==> config.mk <==
export PLATFORM = sky130hd
export DESIGN_NAME = uart_tx_sched_flat
export DESIGN_NICKNAME = d
export VERILOG_FILES = /design/src/rtl/uart_tx_sched_if.sv /design/src/rtl/uart_tx_sched.sv /design/src/flat_wrapper.sv
export SDC_FILE = /design/constraint.sdc
export NUM_CORES = 1
export LEC_CHECK = 0
export CORE_MARGIN = 1.5
export CORE_UTILIZATION = 40
export CTS_CLUSTER_SIZE = 10
export DETAILED_ROUTE_END_ITERATION = 16
export GPL_TIMING_DRIVEN = 0
export PLACE_DENSITY = 0.71
export RECOVER_POWER = 50
export REMOVE_ABC_BUFFERS = 1
export SLEW_MARGIN = 20
export SYNTH_ARGS = -nofsm -noshare
export SYNTH_HDL_FRONTEND = slang
export SYNTH_SLANG_ARGS = --single-unit
==> constraint.sdc <==
create_clock -name clk -period 1.9 [get_ports clk]
set_input_delay 0.38 -clock clk [delete_from_list [all_inputs] [get_ports clk]]
set_output_delay 0.38 -clock clk [all_outputs]
set_load 0.03 [all_outputs]
==> src/rtl/uart_tx_sched_if.sv <==
// ---------------------------------------------------------------------------
// uart_tx_sched_if
//   Bundles the requester-side byte requests and the UART-side send/data
//   outputs of the UART transmit scheduler.
//
//   Signals:
//     req          NREQ   per-requester level request (data valid while high)
//     req_data     8*NREQ byte for requester i on bits [8i+7:8i]
//     gnt          NREQ   one-hot, one-cycle grant pulse
//     busy         1      frame window in progress
//     uart_send    1      one-cycle send strobe to the UART
//     uart_tx_data 8      byte to the UART, held stable between grants
//
//   Modports:
//     master : the requester/system side (drives req, req_data)
//     slave  : the scheduler (drives gnt, busy, uart_send, uart_tx_data)
// ---------------------------------------------------------------------------
interface uart_tx_sched_if #(
    parameter int NREQ = 4
);
    logic [NREQ-1:0]   req;
    logic [8*NREQ-1:0] req_data;
    logic [NREQ-1:0]   gnt;
    logic              busy;
    logic              uart_send;
    logic [7:0]        uart_tx_data;

    modport master (
        output req,
        output req_data,
        input  gnt,
        input  busy,
        input  uart_send,
        input  uart_tx_data
    );

    modport slave (
        input  req,
        input  req_data,
        output gnt,
        output busy,
        output uart_send,
        output uart_tx_data
    );
endinterface

==> src/rtl/uart_tx_sched.sv <==
// ---------------------------------------------------------------------------
// uart_tx_sched
//   Round-robin scheduler sharing one 8N1 UART transmitter among NREQ byte
//   requesters. One byte is granted at a time: a one-cycle send strobe is
//   issued, then further sends are blocked for FRAME_CYCLES cycles because
//   the UART has no busy flag of its own.
//
//   Ports:
//     clk  in   system clock, rising edge
//     rst  in   asynchronous, active-high reset
//     bus  slave modport of uart_tx_sched_if (req/req_data in,
//          gnt/busy/uart_send/uart_tx_data out, all outputs registered)
//
//   Parameters:
//     NREQ          number of requesters (2..8)
//     FRAME_CYCLES  clk cycles reserved per byte after a send
//     CNT_WIDTH     frame counter width, 2**CNT_WIDTH > FRAME_CYCLES
//
//   Build option:
//     UART_SCHED_PRIO0_EN  when defined, requester 0 has strict priority and
//                          the remaining requesters rotate among themselves.
//                          Undefined: pure round-robin over all requesters.
// ---------------------------------------------------------------------------
module uart_tx_sched #(
    parameter int NREQ         = 4,
    parameter int FRAME_CYCLES = 12600,
    parameter int CNT_WIDTH    = 14
) (
    input  logic             clk,
    input  logic             rst,
    uart_tx_sched_if.slave   bus
);
    localparam int LAST_W = $clog2(NREQ);

    typedef enum logic {
        IDLE = 1'b0,
        WAIT = 1'b1
    } state_t;

    state_t               state, state_nxt;
    logic [CNT_WIDTH-1:0] cnt, cnt_nxt;
    logic [LAST_W-1:0]    last, last_nxt;
    logic [NREQ-1:0]      gnt_q, gnt_nxt;
    logic                 send_q, send_nxt;
    logic                 busy_q, busy_nxt;
    logic [7:0]           data_q, data_nxt;

    logic [LAST_W-1:0]    win;
    logic                 win_vld;
    logic [LAST_W-1:0]    idx;

    // Winner search: first set request scanning last+1, last+2, ... mod NREQ.
    // The pointer starts at NREQ-1 after reset so requester 0 is first.
    always_comb begin
        win     = '0;
        win_vld = 1'b0;
        idx     = '0;
        for (int k = 1; k <= NREQ; k++) begin
            idx = LAST_W'((int'(last) + k) % NREQ);
`ifdef UART_SCHED_PRIO0_EN
            // Requester 0 is handled by the priority override below.
            if (!win_vld && bus.req[idx] && (idx != '0)) begin
`else
            if (!win_vld && bus.req[idx]) begin
`endif
                win     = idx;
                win_vld = 1'b1;
            end
        end
`ifdef UART_SCHED_PRIO0_EN
        if (bus.req[0]) begin
            win     = '0;
            win_vld = 1'b1;
        end
`endif
    end

    // Next-state and next-output logic; every output is registered below,
    // so there is no combinational path from req to gnt or uart_send.
    always_comb begin
        state_nxt = state;
        cnt_nxt   = cnt;
        last_nxt  = last;
        gnt_nxt   = '0;
        send_nxt  = 1'b0;
        busy_nxt  = busy_q;
        data_nxt  = data_q;   // byte held through WAIT and IDLE
        case (state)
            IDLE: begin
                if (win_vld) begin
                    gnt_nxt[win] = 1'b1;
                    send_nxt     = 1'b1;
                    data_nxt     = bus.req_data[int'(win)*8 +: 8];
`ifdef UART_SCHED_PRIO0_EN
                    // Priority wins by requester 0 do not disturb the rotation.
                    if (win != '0) begin
                        last_nxt = win;
                    end
`else
                    last_nxt = win;
`endif
                    cnt_nxt   = CNT_WIDTH'(FRAME_CYCLES - 1);
                    busy_nxt  = 1'b1;
                    state_nxt = WAIT;
                end
            end
            WAIT: begin
                // Counts FRAME_CYCLES-1 down to 0: exactly FRAME_CYCLES cycles.
                if (cnt == '0) begin
                    busy_nxt  = 1'b0;
                    state_nxt = IDLE;
                end else begin
                    cnt_nxt = cnt - 1'b1;
                end
            end
            default: begin
                state_nxt = IDLE;
                busy_nxt  = 1'b0;
            end
        endcase
    end

    always_ff @(posedge clk or posedge rst) begin
        if (rst) begin
            state  <= IDLE;
            cnt    <= '0;
            last   <= LAST_W'(NREQ - 1);
            gnt_q  <= '0;
            send_q <= 1'b0;
            busy_q <= 1'b0;
            data_q <= 8'h00;
        end else begin
            state  <= state_nxt;
            cnt    <= cnt_nxt;
            last   <= last_nxt;
            gnt_q  <= gnt_nxt;
            send_q <= send_nxt;
            busy_q <= busy_nxt;
            data_q <= data_nxt;
        end
    end

    assign bus.gnt          = gnt_q;
    assign bus.uart_send    = send_q;
    assign bus.busy         = busy_q;
    assign bus.uart_tx_data = data_q;

endmodule
==> src/flat_wrapper.sv <==
// flat-port wrapper written by rule: the top's interface ports become plain ports
module uart_tx_sched_flat 
#(
    parameter int NREQ         = 4,
    parameter int FRAME_CYCLES = 12600,
    parameter int CNT_WIDTH    = 14
)
  (clk, rst, bus_req, bus_req_data, bus_gnt, bus_busy, bus_uart_send, bus_uart_tx_data);
  uart_tx_sched_if #(.NREQ(NREQ)) bus_i ();
  input  logic clk;
  input  logic rst;
  input wire logic [$bits(bus_i.req)-1:0] bus_req;
  input wire logic [$bits(bus_i.req_data)-1:0] bus_req_data;
  output wire logic [$bits(bus_i.gnt)-1:0] bus_gnt;
  output wire logic [$bits(bus_i.busy)-1:0] bus_busy;
  output wire logic [$bits(bus_i.uart_send)-1:0] bus_uart_send;
  output wire logic [$bits(bus_i.uart_tx_data)-1:0] bus_uart_tx_data;
  assign bus_i.req = bus_req;
  assign bus_i.req_data = bus_req_data;
  assign bus_gnt = bus_i.gnt;
  assign bus_busy = bus_i.busy;
  assign bus_uart_send = bus_i.uart_send;
  assign bus_uart_tx_data = bus_i.uart_tx_data;
  uart_tx_sched #(.NREQ(NREQ), .FRAME_CYCLES(FRAME_CYCLES), .CNT_WIDTH(CNT_WIDTH)) u_core (.clk(clk), .rst(rst), .bus(bus_i));
endmodule
# Word level (Yosys, flattened, before mapping)

Index checks and enable logic that the tools add are counted.

Register bits after elaboration: 31
Input bits: 38
Output and inout bits: 14
Logic and storage cells: 64

Add/subtract/negate cells: 5
Magnitude comparators: 6
Eq/ne operators: 3
Shift operators: 1
Muxes and demuxes: 30
Bitwise operators: 1
Reductions and logical operators: 11

Operator list:

| kind                                                        | number |
|---|---|
| indexed part select 32 x 6 -> 8 bit                         | 1 |
| 2-to-1 mux 14 bit                                           | 2 |
| case mux 14 bit (2 select lines)                            | 1 |
| less-than comparator 2 x 3 -> 1 bit (second input constant) | 5 |
| logical NOT 14 bit                                          | 1 |
| 2-to-1 mux 1 bit                                            | 14 |
| subtractor 14 x 1 -> 14 bit (second input constant)         | 1 |
| binary-select mux 1 bit (select 2 bit)                      | 4 |
| 2-to-1 mux 2 bit                                            | 4 |
| 2-to-1 mux 4 bit                                            | 2 |
| AND reduction 2 bit                                         | 3 |
| adder 2 x 1 -> 2 bit (second input constant)                | 2 |
| adder 2 bit (second input constant)                         | 2 |
| logical AND 1 bit                                           | 4 |
| != test 2 bit (second input constant)                       | 2 |
| case mux 1 bit (2 select lines)                             | 2 |
| logical NOT 1 bit                                           | 3 |
| demux 1 bit (select 2 bit)                                  | 1 |
| >= comparator 2 x 1 -> 1 bit (second input constant)        | 1 |
| != test 2 x 1 -> 1 bit (second input constant)              | 1 |
| NOT 1 bit                                                   | 1 |

# Logic depth before layout (Yosys ltp)

Depth in word-level cells: 19
Gate-level depth with buffers: 9

# Worst setup path after synthesis

No wires, ideal clock.

Kind: register to register
From: register u_core.last[1]
To: register u_core.data_q[0], in the netlist u_core.bus.uart_tx_data[0]
Library setup time: 0.131 ns
Data arrival time: 1.711 ns
Data required time: 1.769 ns
Slack: 0.058 ns
Cell stages (with the launch flop): 9
Path buffers: 3
Clock period less this slack: 1.842 ns
Path through: dfstp_2 > buf_6 > mux2i_1 > o32ai_2 > a21o_1 > buf_6 > buf_12 > a211oi_2 > a211oi_2

Cells in the longest elaborated chain, start to end: 14

RTL lines:

| what                                                                              | RTL line             | text |
|---|---|---|
| from (decl)                                                                       | uart_tx_sched.sv:42  | `logic [LAST_W-1:0] last, last_nxt;` |
| from (signal assigned)                                                            | uart_tx_sched.sv:127 | `last <= LAST_W'(NREQ - 1);` |
| from (signal assigned)                                                            | uart_tx_sched.sv:135 | `last <= last_nxt;` |
| adder 2 x 1 -> 2 bit                                                              | uart_tx_sched.sv:59  | `idx = LAST_W'((int'(last) + k) % NREQ);` |
| binary-select mux 1 bit (select 2 bit)                                            | uart_tx_sched.sv:64  | `if (!win_vld && bus.req[idx]) begin` |
| 2-to-1 mux 1 bit (not written as such)                                            | uart_tx_sched.sv:64  |  |
| 2-to-1 mux 1 bit                                                                  | uart_tx_sched.sv:64  |  |
| logical NOT 1 bit                                                                 | uart_tx_sched.sv:64  |  |
| logical AND 1 bit                                                                 | uart_tx_sched.sv:64  |  |
| 2-to-1 mux 1 bit                                                                  | uart_tx_sched.sv:64  |  |
| logical NOT 1 bit                                                                 | uart_tx_sched.sv:64  |  |
| logical AND 1 bit                                                                 | uart_tx_sched.sv:64  |  |
| 2-to-1 mux 1 bit                                                                  | uart_tx_sched.sv:64  |  |
| logical NOT 1 bit                                                                 | uart_tx_sched.sv:64  |  |
| logical AND 1 bit                                                                 | uart_tx_sched.sv:64  |  |
| 2-to-1 mux 2 bit / 2-to-1 mux 1 bit (equally long branches)                       | uart_tx_sched.sv:64  |  |
| indexed part select 32 x 6 -> 8 bit / AND reduction 2 bit (equally long branches) | n/a                  |  |
| to (signal assigned)                                                              | uart_tx_sched.sv:139 | `data_q <= data_nxt;` |
| to (decl)                                                                         | uart_tx_sched.sv:46  | `logic [7:0] data_q, data_nxt;` |

Parallel ways exist; a longest one is shown, timed or not. The select of a mux whose other input is x is not followed.
A chain may end at the register's enable or synchronous reset.

# Worst setup path in the final report

From: register u_core.last[1]
To: register u_core.data_q[7], in the netlist u_core.bus.uart_tx_data[7]

Same word-level chain as after synthesis.

==> out/metrics.yaml <==
outcome:
  outcome: "finished clean"
logic_synthesis:
  synth_fa_ha_area_share_pct: 0.675
  synthTopCellsByCount: "dfrtp_1, inv_1, nand2_1, a211oi_2, nor2_1"
  synth_edf_count: 0
  synth_most_common_cell: "dfrtp_1"
  synth_area_mm2: 0.00185
  synth_area_leader_cell: "dfrtp_1"
  synth_seq_cells: 31
  synth_cell_types: 41
  async_reset_ff_share_pct: 100
  synth_mux_area_share_pct: 5.94
  synth_xor_area_share_pct: 1.89
  yosysTopAreaCellShare_pct: 39.1
  synth_compound_gate_area_share_pct: 22.7
  synth_cells: 189
  synth_top_family_by_area: "compound AO/OA/AOI/OAI gates"
  ys_warn_count: 0
  synth-simple-area-share_pct: 18.7
  synth_area_leaders: "dfrtp_1, a211oi_2, mux2i_1, a211oi_1, inv_1"
  synth_seq_area_share_pct: 42.0
  postSynthAreaPerCell_um2: 9.81
  synthFlopType: "dfrtp_1"
detailed_routing:
  first_iter_violations: 67
  wl_um: 5170
  vias: 1672
  via_per_inst: 5.46
  drc_errors: 0
  route.antenna.remaining_nets: 0
  dr.pass1.iters: 4
  avgRoutedWirePerCell_um: 16.9
critical_path:
  worstSetupEndpointType: "flop"
  worstPathRequired_ps: 2060
  crit_fanout: 11
  critPathMaxStageDelay_ps: 570
  crit_path_end: "u_core.bus.uart_tx_data[7]$_DFFE_PP0P_"
  rrSetupSlack_ps: 60
  cp-start-kind: "flop"
  reg2reg_from: "u_core.last[1]$_DFFE_PP1P_"
  critPathArrivalTime_ps: 2000
  crit_slowest_cell: "dfstp_2"
  crit_chain: "buf_4 -> nor2b_1 -> o22ai_4 -> a21o_4 -> mux2i_1 -> a211oi_2"
  rr_worst_depth: 6
  startpoint: "u_core.last[1]$_DFFE_PP1P_"
  worstSetupPathType: "flop to flop"
  reg2reg_to: "u_core.bus.uart_tx_data[7]$_DFFE_PP0P_"
floorplanning:
  die_h_um: 71.1
  core-area_mm2: 0.00441
  ios: 52
  fp.dieW_um: 71.1
  start_util_pct: 42.0
  rows: 24
  die-area_mm2: 0.00505
finish:
  antenna-diode-count: 0
  area_growth_pct: 45.3
  final_util_pct: 61.1
  final_nets: 292
  stdcell_area_mm2: 0.00270
  drive_gt1_share_pct: 24.4
  nFillCells: 387
clock_tree:
  clk_latency_ps: 290
  ctsLongestPathBuffers: 2
  clock-sinks: 31
  cts.clk_slew.worst_paths_ps: 70
  numCtsBuffers: 5
  htreeDepth: 2
  cts_tree: "yes"
  cts-root-buf: "clkbuf_8"
timing:
  tightest_slew_ps: 1190
  period_share_pct: 96.6
  skew_ps: 6.52
  fmax_mhz: 545
  setup_ws_ps: 64.0
  finalHoldViolations: 0
  drv_slew: 0
  finalCriticalPeriod_ps: 1840
  finalSetupViolations: 0
  hold_slack_ps: 524
  slew_headroom_pct: 20.8
grt:
  grt_pass1_wl_um: 8380
  antenna_found_initial: 0
  grt.total_usage_pct: 21.2
  grt_max_degree: 32
  grt-ovfl-total: 0
  grt_pass1_vias: 1707
place:
  gp_congestion: 0.811
  place.port_buffers: 51
  placed_area_mm2: 0.00235
  pre_cts_slack_ps: -1110
  dp_hpwl_um: 3280
power_and_ir_drop:
  max-vdd-ir-drop_uv: 516
  leakage_nw: 1.09
  pwr_density_cell_mw_per_mm2: 1000
flow_run:
  cap_violations: 0
worst_hold_path:
  hold_path.class: "flop to flop"
-- sequential cells by signal, indices dropped and copies added (netlist names) --
name and flops:
u_core.state 1, u_core.bus.gnt 4, u_core.bus.busy 1, u_core.bus.uart_send 1, u_core.last 2, u_core.cnt 14
u_core.bus.uart_tx_data 8
-- what timing repair did --
item                                    in CTS  in global routing
endpoints found under the setup margin      24                 12
resized for setup                           23                  7
pin swaps                                    8                  1
buffers inserted                            11                  1
hold buffers                                 0                  0
gates cloned                                 3                  1
-- layer usage --
layer | share of wire (%) | vias up | GRT usage [%]
li1 | - | 820 | -
met3 | 3.7 | 6 | 4.27
met4 | 1.4 | 0 | 6.92
met2 | 50 | 38 | 35.7
met1 | 45 | 808 | 27.5
met5 | 0 | - | 0
-- cell usage in the layout (no fill, tap or decap), types with 6 or more instances in the layout --
cell / n
clkdlybuf4s50_1: 46
dfrtp_1: 29
a211oi_2: 17
nand2_1: 16
inv_1: 15
nor2_1: 14
buf_4: 12
mux2i_1: 10
a211oi_1: 9
a21oi_1: 7
nor3_1: 6
clkbuf_8: 6
-- logic make-up (layout without fill, tap and decap cells) --
logic type                 after synthesis  after routing
and+or+nand+nor                         65             67
AOI/OAI and AO/OA                       49             51
DFF                                     31             31
buffers and inverters                   28             89
muxes                                   11             11
xor gates and xnor gates                 4              4
adders and majority gates                1              1
-- per-stage QoR --
stage	TNS, ps	cells	total power, mW
4_1_cts	0	304	2.68
2_1_floorplan	-986	179	1.53
3_3_place_gp	-17790	282	1.84
3_5_place_dp	-18970	282	1.87
5_1_grt	-8.61	306	2.86
6_report	0	306	2.70
-- worst min-delay path by stage --
stage,start,endpoint,slack [ps],cells after the start
finish,u_core.last[0]$_DFFE_PP1P_,u_core.last[0]$_DFFE_PP1P_,520,2
global route,u_core.last[0]$_DFFE_PP1P_,u_core.last[0]$_DFFE_PP1P_,550,2
CTS,rst,u_core.bus.uart_send$_DFF_PP0_,520,2
detailed placement,u_core.last[0]$_DFFE_PP1P_,u_core.last[0]$_DFFE_PP1P_,510,2
global placement,u_core.cnt[6]$_DFFE_PP0P_,u_core.cnt[6]$_DFFE_PP0P_,500,1
floorplan,u_core.cnt[6]$_DFFE_PP0P_,u_core.cnt[6]$_DFFE_PP0P_,470,1
-- power by group --
part / total [mW] / internal, mW / switching [mW] / leakage [nW]
clock: 0.687 / 0.424 / 0.263 / 0.0612
sequential: 1.00 / 0.827 / 0.176 / 0.354
combinational: 1.02 / 0.482 / 0.533 / 0.677
-- worst max-delay path: cells and delay by family (launching register included) --
kind / cells / cell delay [ps]
AOI/OAI and AO/OA: 3 / 680
DFF: 1 / 570
muxes: 1 / 300
buffers and inverters: 1 / 120
and+or+nand+nor: 1 / 60
-- cell type report --
type                    instances  area [um2]  area share [%]
clock inverters                 2        35.0            1.30
well taps                      52        65.1            2.41
repair buffers                 63         596            22.1
flip-flops and latches         31         778            28.9
inverters                      18        71.3            2.65
multi-input cells             134        1070            39.6
clock buffers                   6        82.6            3.06
Power figures use the tool's default switching activity.
